[src/rtl/miner_nonce_dispatch_if.sv]
// Core-side bus of the nonce dispatcher: launch strobe and nonce toward the
// miner core, digest and completion pulse back from it.
//
// Handshake: hash_enable is a one-cycle launch strobe qualified by nonce.
// finished is a one-cycle completion pulse, and hash_result is valid only
// in that cycle. There is no back-pressure. The master (dispatcher) never
// raises hash_enable while a hash is outstanding, except after an abort.
interface miner_nonce_dispatch_if;
  logic         hash_enable;
  logic [31:0]  nonce;
  logic [255:0] hash_result;
  logic         finished;

  modport master (
    output hash_enable,
    output nonce,
    input  hash_result,
    input  finished
  );

  modport slave (
    input  hash_enable,
    input  nonce,
    output hash_result,
    output finished
  );
endinterface

[src/rtl/miner_nonce_dispatch.sv]
// Nonce dispatcher for a single miner core. It walks an inclusive nonce range,
// which may wrap through 0xFFFFFFFF. It launches the core once per nonce and
// compares each digest against a latched 256-bit target. It stops on the
// first win or when the range is exhausted.
// Optional watchdog: define MINER_WATCHDOG_EN to enable the launch-to-finished
// timeout, which drives the FAULT state.
module miner_nonce_dispatch #(
  parameter int TIMEOUT_CYCLES = 511
) (
  input  logic                          clk,
  input  logic                          rst,
  input  logic                          start,
  input  logic                          abort,
  input  logic [31:0]                   nonce_start,
  input  logic [31:0]                   nonce_end,
  input  logic [255:0]                  target,
  miner_nonce_dispatch_if.master        core,
  output logic                          busy,
  output logic                          found,
  output logic [31:0]                   found_nonce,
  output logic                          exhausted,
  output logic                          fault,
  output logic [2:0]                    dbg_state_o
);

  typedef enum logic [2:0] {
    S_IDLE      = 3'd0,
    S_LAUNCH    = 3'd1,
    S_WAIT      = 3'd2,
    S_CHECK     = 3'd3,
    S_FOUND     = 3'd4,
    S_EXHAUSTED = 3'd5,
    S_FAULT     = 3'd6
  } state_t;

  // The watchdog counter is 10 bits wide, so the limit must fit.
  if (TIMEOUT_CYCLES < 400 || TIMEOUT_CYCLES > 1023) begin : g_bad_timeout
    $error("TIMEOUT_CYCLES must be in 400..1023");
  end

  state_t         state_q, state_d;
  logic [31:0]    nonce_q, nonce_d;
  logic [31:0]    end_q, end_d;
  logic [255:0]   target_q, target_d;
  logic [255:0]   digest_q, digest_d;
  logic           found_q, found_d;
  logic [31:0]    found_nonce_q, found_nonce_d;
  logic           exhausted_q, exhausted_d;
  logic           fault_q, fault_d;
`ifdef MINER_WATCHDOG_EN
  localparam logic [9:0] WD_LAST = 10'(TIMEOUT_CYCLES - 1);
  logic [9:0]     wd_cnt_q, wd_cnt_d;
`endif

  // Next-state and register-update logic. Abort overrides everything.
  always_comb begin
    state_d       = state_q;
    nonce_d       = nonce_q;
    end_d         = end_q;
    target_d      = target_q;
    digest_d      = digest_q;
    found_d       = found_q;
    found_nonce_d = found_nonce_q;
    exhausted_d   = exhausted_q;
    fault_d       = fault_q;
`ifdef MINER_WATCHDOG_EN
    wd_cnt_d      = wd_cnt_q;
`endif
    if (abort) begin
      state_d     = S_IDLE;
      found_d     = 1'b0;
      exhausted_d = 1'b0;
      fault_d     = 1'b0;
    end else begin
      case (state_q)
        S_IDLE, S_FOUND, S_EXHAUSTED, S_FAULT: begin
          if (start) begin
            nonce_d     = nonce_start;
            end_d       = nonce_end;
            target_d    = target;
            found_d     = 1'b0;
            exhausted_d = 1'b0;
            fault_d     = 1'b0;
            state_d     = S_LAUNCH;
          end
        end
        S_LAUNCH: begin
          // A finished pulse here belongs to no launch of ours and is ignored.
          state_d = S_WAIT;
`ifdef MINER_WATCHDOG_EN
          wd_cnt_d = '0;
`endif
        end
        S_WAIT: begin
          if (core.finished) begin
            digest_d = core.hash_result;
            state_d  = S_CHECK;
          end
`ifdef MINER_WATCHDOG_EN
          else if (wd_cnt_q == WD_LAST) begin
            fault_d = 1'b1;
            state_d = S_FAULT;
          end else begin
            wd_cnt_d = wd_cnt_q + 10'd1;
          end
`endif
        end
        S_CHECK: begin
          if (digest_q < target_q) begin
            found_nonce_d = nonce_q;
            found_d       = 1'b1;
            state_d       = S_FOUND;
          end else if (nonce_q == end_q) begin
            exhausted_d = 1'b1;
            state_d     = S_EXHAUSTED;
          end else begin
            // The add wraps mod 2^32, so ranges with end < start pass through 0.
            nonce_d = nonce_q + 32'd1;
            state_d = S_LAUNCH;
          end
        end
        default: state_d = S_IDLE;
      endcase
    end
  end

  // State and datapath registers with synchronous reset.
  always_ff @(posedge clk) begin
    if (rst) begin
      state_q       <= S_IDLE;
      nonce_q       <= '0;
      end_q         <= '0;
      target_q      <= '0;
      digest_q      <= '0;
      found_q       <= 1'b0;
      found_nonce_q <= '0;
      exhausted_q   <= 1'b0;
      fault_q       <= 1'b0;
    end else begin
      state_q       <= state_d;
      nonce_q       <= nonce_d;
      end_q         <= end_d;
      target_q      <= target_d;
      digest_q      <= digest_d;
      found_q       <= found_d;
      found_nonce_q <= found_nonce_d;
      exhausted_q   <= exhausted_d;
      fault_q       <= fault_d;
    end
  end

`ifdef MINER_WATCHDOG_EN
  // Watchdog counter of WAIT cycles since the last launch.
  always_ff @(posedge clk) begin
    if (rst) wd_cnt_q <= '0;
    else     wd_cnt_q <= wd_cnt_d;
  end
  assign fault = fault_q;
`else
  assign fault = 1'b0;
`endif

  // hash_enable decodes the single-cycle LAUNCH state, so it can never be
  // high on two consecutive cycles.
  assign core.hash_enable = (state_q == S_LAUNCH);
  assign core.nonce       = nonce_q;
  assign busy             = (state_q == S_LAUNCH) || (state_q == S_WAIT) ||
                            (state_q == S_CHECK);
  assign found            = found_q;
  assign found_nonce      = found_nonce_q;
  assign exhausted        = exhausted_q;
  assign dbg_state_o      = state_q;

endmodule

[src/flat_wrapper.sv]
// flat-port wrapper written by rule: the top's interface ports become plain ports
module miner_nonce_dispatch_flat 
#(
  parameter int TIMEOUT_CYCLES = 511
)
  (clk, rst, start, abort, nonce_start, nonce_end, target, busy, found, found_nonce, exhausted, fault, dbg_state_o, core_hash_enable, core_nonce, core_hash_result, core_finished);
  miner_nonce_dispatch_if core_i ();
  input  logic clk;
  input  logic rst;
  input  logic start;
  input  logic abort;
  input  logic [31:0] nonce_start;
  input  logic [31:0] nonce_end;
  input  logic [255:0] target;
  output logic busy;
  output logic found;
  output logic [31:0] found_nonce;
  output logic exhausted;
  output logic fault;
  output logic [2:0] dbg_state_o;
  output wire logic [$bits(core_i.hash_enable)-1:0] core_hash_enable;
  output wire logic [$bits(core_i.nonce)-1:0] core_nonce;
  input wire logic [$bits(core_i.hash_result)-1:0] core_hash_result;
  input wire logic [$bits(core_i.finished)-1:0] core_finished;
  assign core_hash_enable = core_i.hash_enable;
  assign core_nonce = core_i.nonce;
  assign core_i.hash_result = core_hash_result;
  assign core_i.finished = core_finished;
  miner_nonce_dispatch #(.TIMEOUT_CYCLES(TIMEOUT_CYCLES)) u_core (.clk(clk), .rst(rst), .start(start), .abort(abort), .nonce_start(nonce_start), .nonce_end(nonce_end), .target(target), .core(core_i), .busy(busy), .found(found), .found_nonce(found_nonce), .exhausted(exhausted), .fault(fault), .dbg_state_o(dbg_state_o));
endmodule
[config.mk]
export PLATFORM = sky130hd
export DESIGN_NAME = miner_nonce_dispatch_flat
export DESIGN_NICKNAME = d
export VERILOG_FILES = /design/src/rtl/miner_nonce_dispatch_if.sv /design/src/rtl/miner_nonce_dispatch.sv /design/src/flat_wrapper.sv
export SDC_FILE = /design/constraint.sdc
export NUM_CORES = 2
export LEC_CHECK = 0
export CORE_UTILIZATION = 31
export DETAILED_ROUTE_END_ITERATION = 12
export REMOVE_ABC_BUFFERS = 1
export SYNTH_ARGS = -nofsm -noshare
export SYNTH_HDL_FRONTEND = slang
export SYNTH_SLANG_ARGS = --single-unit
[constraint.sdc]
create_clock -name clk -period 6.54 [get_ports clk]
set_input_delay 1.308 -clock clk [delete_from_list [all_inputs] [get_ports clk]]
set_output_delay 1.308 -clock clk [all_outputs]
set_load 0.05 [all_outputs]
Yosys cells after proc, flatten, opt, wreduce, memory -nomap -nowiden --
Index checks and enable logic that the tools add are counted.
Storage, ports and cells: flip-flop bits (word level) 613, bits of input ports 581, output and inout bits 72, word-level logic and storage cells 52
Cells by class: add/sub/neg operators 1, magnitude comparators 1, equal/unequal tests 13, mux-type cells 15, bitwise operators 1, reduce and logical (&&, ||, !) cells 13
Operator list (number):
- $lt 256x256->1 | 1
- $mux 32 | 3
- $pmux 32 s2 | 1
- $add 32x1->32 const B | 1
- $eq 32x32->1 | 1
- $mux 3 | 4
- $pmux 3 s4 | 1
- $reduce_and 3->1 | 4
- $eq 3x3->1 const B | 3
- $ne 2x2->1 const B | 4
- $eq 3x2->1 const B | 2
- $reduce_and 5->1 | 1
- $mux 1 | 4
- $ne 2x1->1 const B | 2
- $pmux 1 s2 | 2
- $reduce_and 4->1 | 1
- $reduce_or 4->1 | 1
- $eq 3x1->1 const B | 1
- $logic_not 3->1 | 1
- $logic_or 1x1->1 | 2
- $reduce_and 2->1 | 1
- $reduce_bool 2->1 | 1
- $reduce_or 2->1 | 1
- $not 1->1 | 1

Logic depth before layout (Yosys ltp) --
word-level depth 4, depth in mapped cells 14

Least setup slack after synthesis --
OpenSTA, ideal clock, no wires.
path kind reg-to-output, start register u_core.state_q[0], in the netlist u_core.dbg_state_o[0], end output core_hash_enable, data arrival time 2.146 ns, data required time 5.232 ns, setup slack 3.086 ns, cell stages (with the launch flop) 3, path through dfxtp_1 -> clkbuf_1 -> nor3b_1
Between the ends: word-level cells in the longest chain between the ends 1
RTL lines:
- from (decl) | RTL line miner_nonce_dispatch.sv:41 | state_t state_q, state_d;
- from (signal assigned) | RTL line miner_nonce_dispatch.sv:140 | state_q <= state_d;
- $eq 3x1->1 | RTL line miner_nonce_dispatch.sv:165 | assign core.hash_enable = (state_q == S_LAUNCH);
- to (decl) | RTL line flat_wrapper.sv:21 | output wire logic [$bits(core_i.hash_enable)-1:0] core_hash_enable;
No other way between the ends.

Worst setup path after layout --
start register u_core.target_q[203], end register u_core.nonce_q[7], in the netlist u_core.core.nonce[7]
Between the ends: word-level cells in the longest chain between the ends 3
RTL lines:
- from (decl) | RTL line miner_nonce_dispatch.sv:44 | logic [255:0] target_q, target_d;
- from (signal assigned) | RTL line miner_nonce_dispatch.sv:143 | target_q <= target_d;
- $lt 256x256->1 | RTL line miner_nonce_dispatch.sv:109 | if (digest_q < target_q) begin
- $ne 2x2->1 (no source line)
- $reduce_and 5->1 (no source line)
- to (signal assigned) | RTL line miner_nonce_dispatch.sv:141 | nonce_q <= nonce_d;
- to (decl) | RTL line miner_nonce_dispatch.sv:42 | logic [31:0] nonce_q, nonce_d;
No other way between the ends. A chain may end at the register's enable or synchronous reset.

==> results.json <==
{
  "drtAntennaViolNets": 0,
  "drc": 4,
  "via_per_inst": 4.816,
  "final_nets": 5108,
  "yosys.area_share.adder_pct": 11.18,
  "hpwl_um": 68900,
  "core_region_area_sq_um": 91660,
  "ys_seq_area_share_pct": 42.82,
  "hold_buffers": 0,
  "die_w_um": 306.1,
  "pwr-share-seq_pct": 42.5,
  "drt_pass1_iterations": 9,
  "cp_max_fo": 45,
  "async_reset_ff_share_pct": 0,
  "hp-class": "reg -> reg",
  "synth_area_leaders": "dfxtp_1, nand2_1, a21oi_1, ha_1, inv_1",
  "p_leak_nw": 14.81,
  "failed_checks": "DRC",
  "maxCapViolCount": 0,
  "cts_tree": "done",
  "finalHoldViolCount": 0,
  "muxShareOfSynthArea_pct": 1.118,
  "powerDensity_nw_per_um2": 238.8,
  "synth_top_family_by_area": "simple AND/OR/NAND/NOR gates",
  "core.rowCount": 111,
  "combPwrFrac_pct": 12.0,
  "drtIter0Drc": 1774,
  "cts_num_sinks": 613,
  "rsz0062_at_grt": "false",
  "slew_headroom_pct": 16.82,
  "ys_top_cells_by_count": "nand2_1, a21oi_1, dfxtp_1",
  "ys_ff_latch": 613,
  "area_delta_synth_final_pct": 34.90,
  "synth.distinct_cells": 63,
  "gp_congestion": 0.8557,
  "yosysMostFrequentCell": "nand2_1",
  "final-max-slew-violation-count": 0,
  "status": "finished with violations",
  "drive_gt1_share_pct": 3.536,
  "finalClockSkew_ps": 19.44,
  "finalWirelength_um": 96610,
  "fillers": 9357,
  "crit_type": "reg -> reg",
  "synth_xor_area_share_pct": 1.009,
  "syn-cell-area_sq_um": 28660,
  "start_util_pct": 31.27,
  "ys.flop_type": "dfxtp_1",
  "grt_pass1_vias": 25740,
  "antenna_found_initial": 36,
  "fin_cells": 5540,
  "ir_drop_uv": 158.2,
  "io_buffer_count": 651,
  "grt_remaining_overflow": 0,
  "htreeDepth": 3,
  "power_frac_clock_pct": 45.5,
  "yosysTopAreaCellShare_pct": 42.82,
  "synth_top_cell_by_area": "dfxtp_1",
  "min_period_ps": 4595,
  "worstMarginPinSlew_ps": 1248,
  "cp-start-kind": "flip-flop",
  "finalSetupViolations": 0,
  "num_vias": 26680,
  "p_switching_w": 0.002334,
  "grt_max_degree": 197,
  "dp.cells": 5382,
  "io_pins": 653,
  "wl_per_cell_um": 17.44,
  "clockRootBuffer": "clkbuf_16",
  "fmax_ghz": 0.2176,
  "synth_edf_count": 0,
  "syn_inst": 3741,
  "period_share_pct": 70.27,
  "worstSetupEndpointType": "flip-flop",
  "p_total_w": 0.009233,
  "synth_compound_area_share_pct": 16.65,
  "fin_setup_tns_ps": 0,
  "worstPathArrival_ps": 5150,
  "critical_path_required_ps": 7090,
  "p_sw_share_pct": 25.28,
  "die-area_sq_um": 93670,
  "ys.warnings.count": 0,
  "fp.dieH_um": 306.1,
  "post_cts_buffers": 0,
  "cts_buffers": 73,
  "final_core_util_pct": 42.18,
  "cts_resized": 0,
  "postSynthAreaPerCell_sq_um": 7.661,
  "clk_pin_slew_ps": 60,
  "clk_latency_ps": 620,
  "synthSimpleGateAreaFrac_pct": 20.68,
  "hold_slack_ps": 450.4,
  "internal-power_w": 0.006899,
  "grtUsageTotal_pct": 19.98,
  "cts.path.max_buffers": 3,
  "grt_first_pass_wirelength_um": 146400
}
-- worst max-delay path, stage by stage (launching register included) --
cell and delay (ps):
dfxtp_1 320, inv_1 40, ha_1 300, nand4_1 160
nor4_1 940, nand3_1 180, nor3_2 390, nand4_1 300
a211oi_2 250, nor3_2 110, a211oi_4 190, buf_4 430
and3_1 670, a32o_1 220
-- layer usage --
| metal | vias to the layer above | GRT usage [%] | part of all wire, % |
|---|---|---|---|
| met4 | 24 | 10.02 | 3.8 |
| met1 | 12310 | 24.15 | 43 |
| met3 | 194 | 4.099 | 5.4 |
| met2 | 660 | 33.56 | 48 |
| li1 | 13500 | - | - |
| met5 | - | 0 | 0.16 |
-- through the flow --
step | area [sq um] | setup WS (ps)
6_report | 38660 | 1945
5_1_grt | 38640 | 1614
4_1_cts | 38590 | 1906
3_5_place_dp | 36130 | 1934
3_3_place_gp | 36130 | 2081
2_1_floorplan | 27810 | -4359
-- sequential cells by signal, summed over array words and instances (netlist names) --
name                flops
u_core.target_q       256
u_core.exhausted        1
u_core.end_q           32
u_core.found            1
u_core.digest_q       256
u_core.dbg_state_o      3
u_core.found_nonce     32
u_core.core.nonce      32
-- layout make-up --
class | count | area (sq um) | area share, %
Antenna cell | 27 | 67.56 | 0.1748
Clock buffer | 108 | 2141 | 5.538
Clock inverter | 23 | 319.1 | 0.8253
Inverter | 273 | 1025 | 2.651
Multi-Input combinational cell | 2637 | 14550 | 37.64
Sequential cell | 613 | 12270 | 31.74
Tap cell | 1186 | 1484 | 3.838
Timing Repair Buffer | 673 | 6799 | 17.59
-- cells by family (layout without fill, tap and decap cells) --
family	after synthesis	count (layout)
simple gates	1461	1461
compound gates	854	854
flops	613	613
buf+inv	491	1077
fa+ha+maj	256	256
xor+xnor	33	33
mux	32	32
other cells	1	28
-- worst paths after layout --
kind / startpoint / to / slack [ps] / depth (start not counted)
worst max-delay path: u_core.target_q[203] / u_core.core.nonce[7] / 1940 / 13
worst min register to register: u_core.target_q[215] / u_core.target_q[215] / 450 / 2
worst min-delay path: u_core.target_q[215] / u_core.target_q[215] / 450 / 2
worst max register to register: u_core.target_q[203] / u_core.core.nonce[7] / 1940 / 13
-- placed cells by master (no fill, tap or decap), drive strengths merged, types with 26 or more instances in the layout --
cell type and n:
clkdlybuf4s50 650, nand4 65, a21o 45, diode 27, mux2i 32, a21oi 648
nor2 88, nand2 1206, inv 276, ha 256, clkbuf 108, dfxtp 613
o21ai 55, a32o 26, nand3 34
-- power by group through the flow --
stage | clock (W) | combinational, W | sequential, W
floorplan | 0 | 0.000470 | 0.00402
global placement | 0 | 0.00111 | 0.00400
detailed placement | 0 | 0.00111 | 0.00400
CTS | 0.00432 | 0.00112 | 0.00392
global route | 0.00447 | 0.00122 | 0.00393
finish | 0.00420 | 0.00111 | 0.00392
Power figures use the tool's default switching activity.
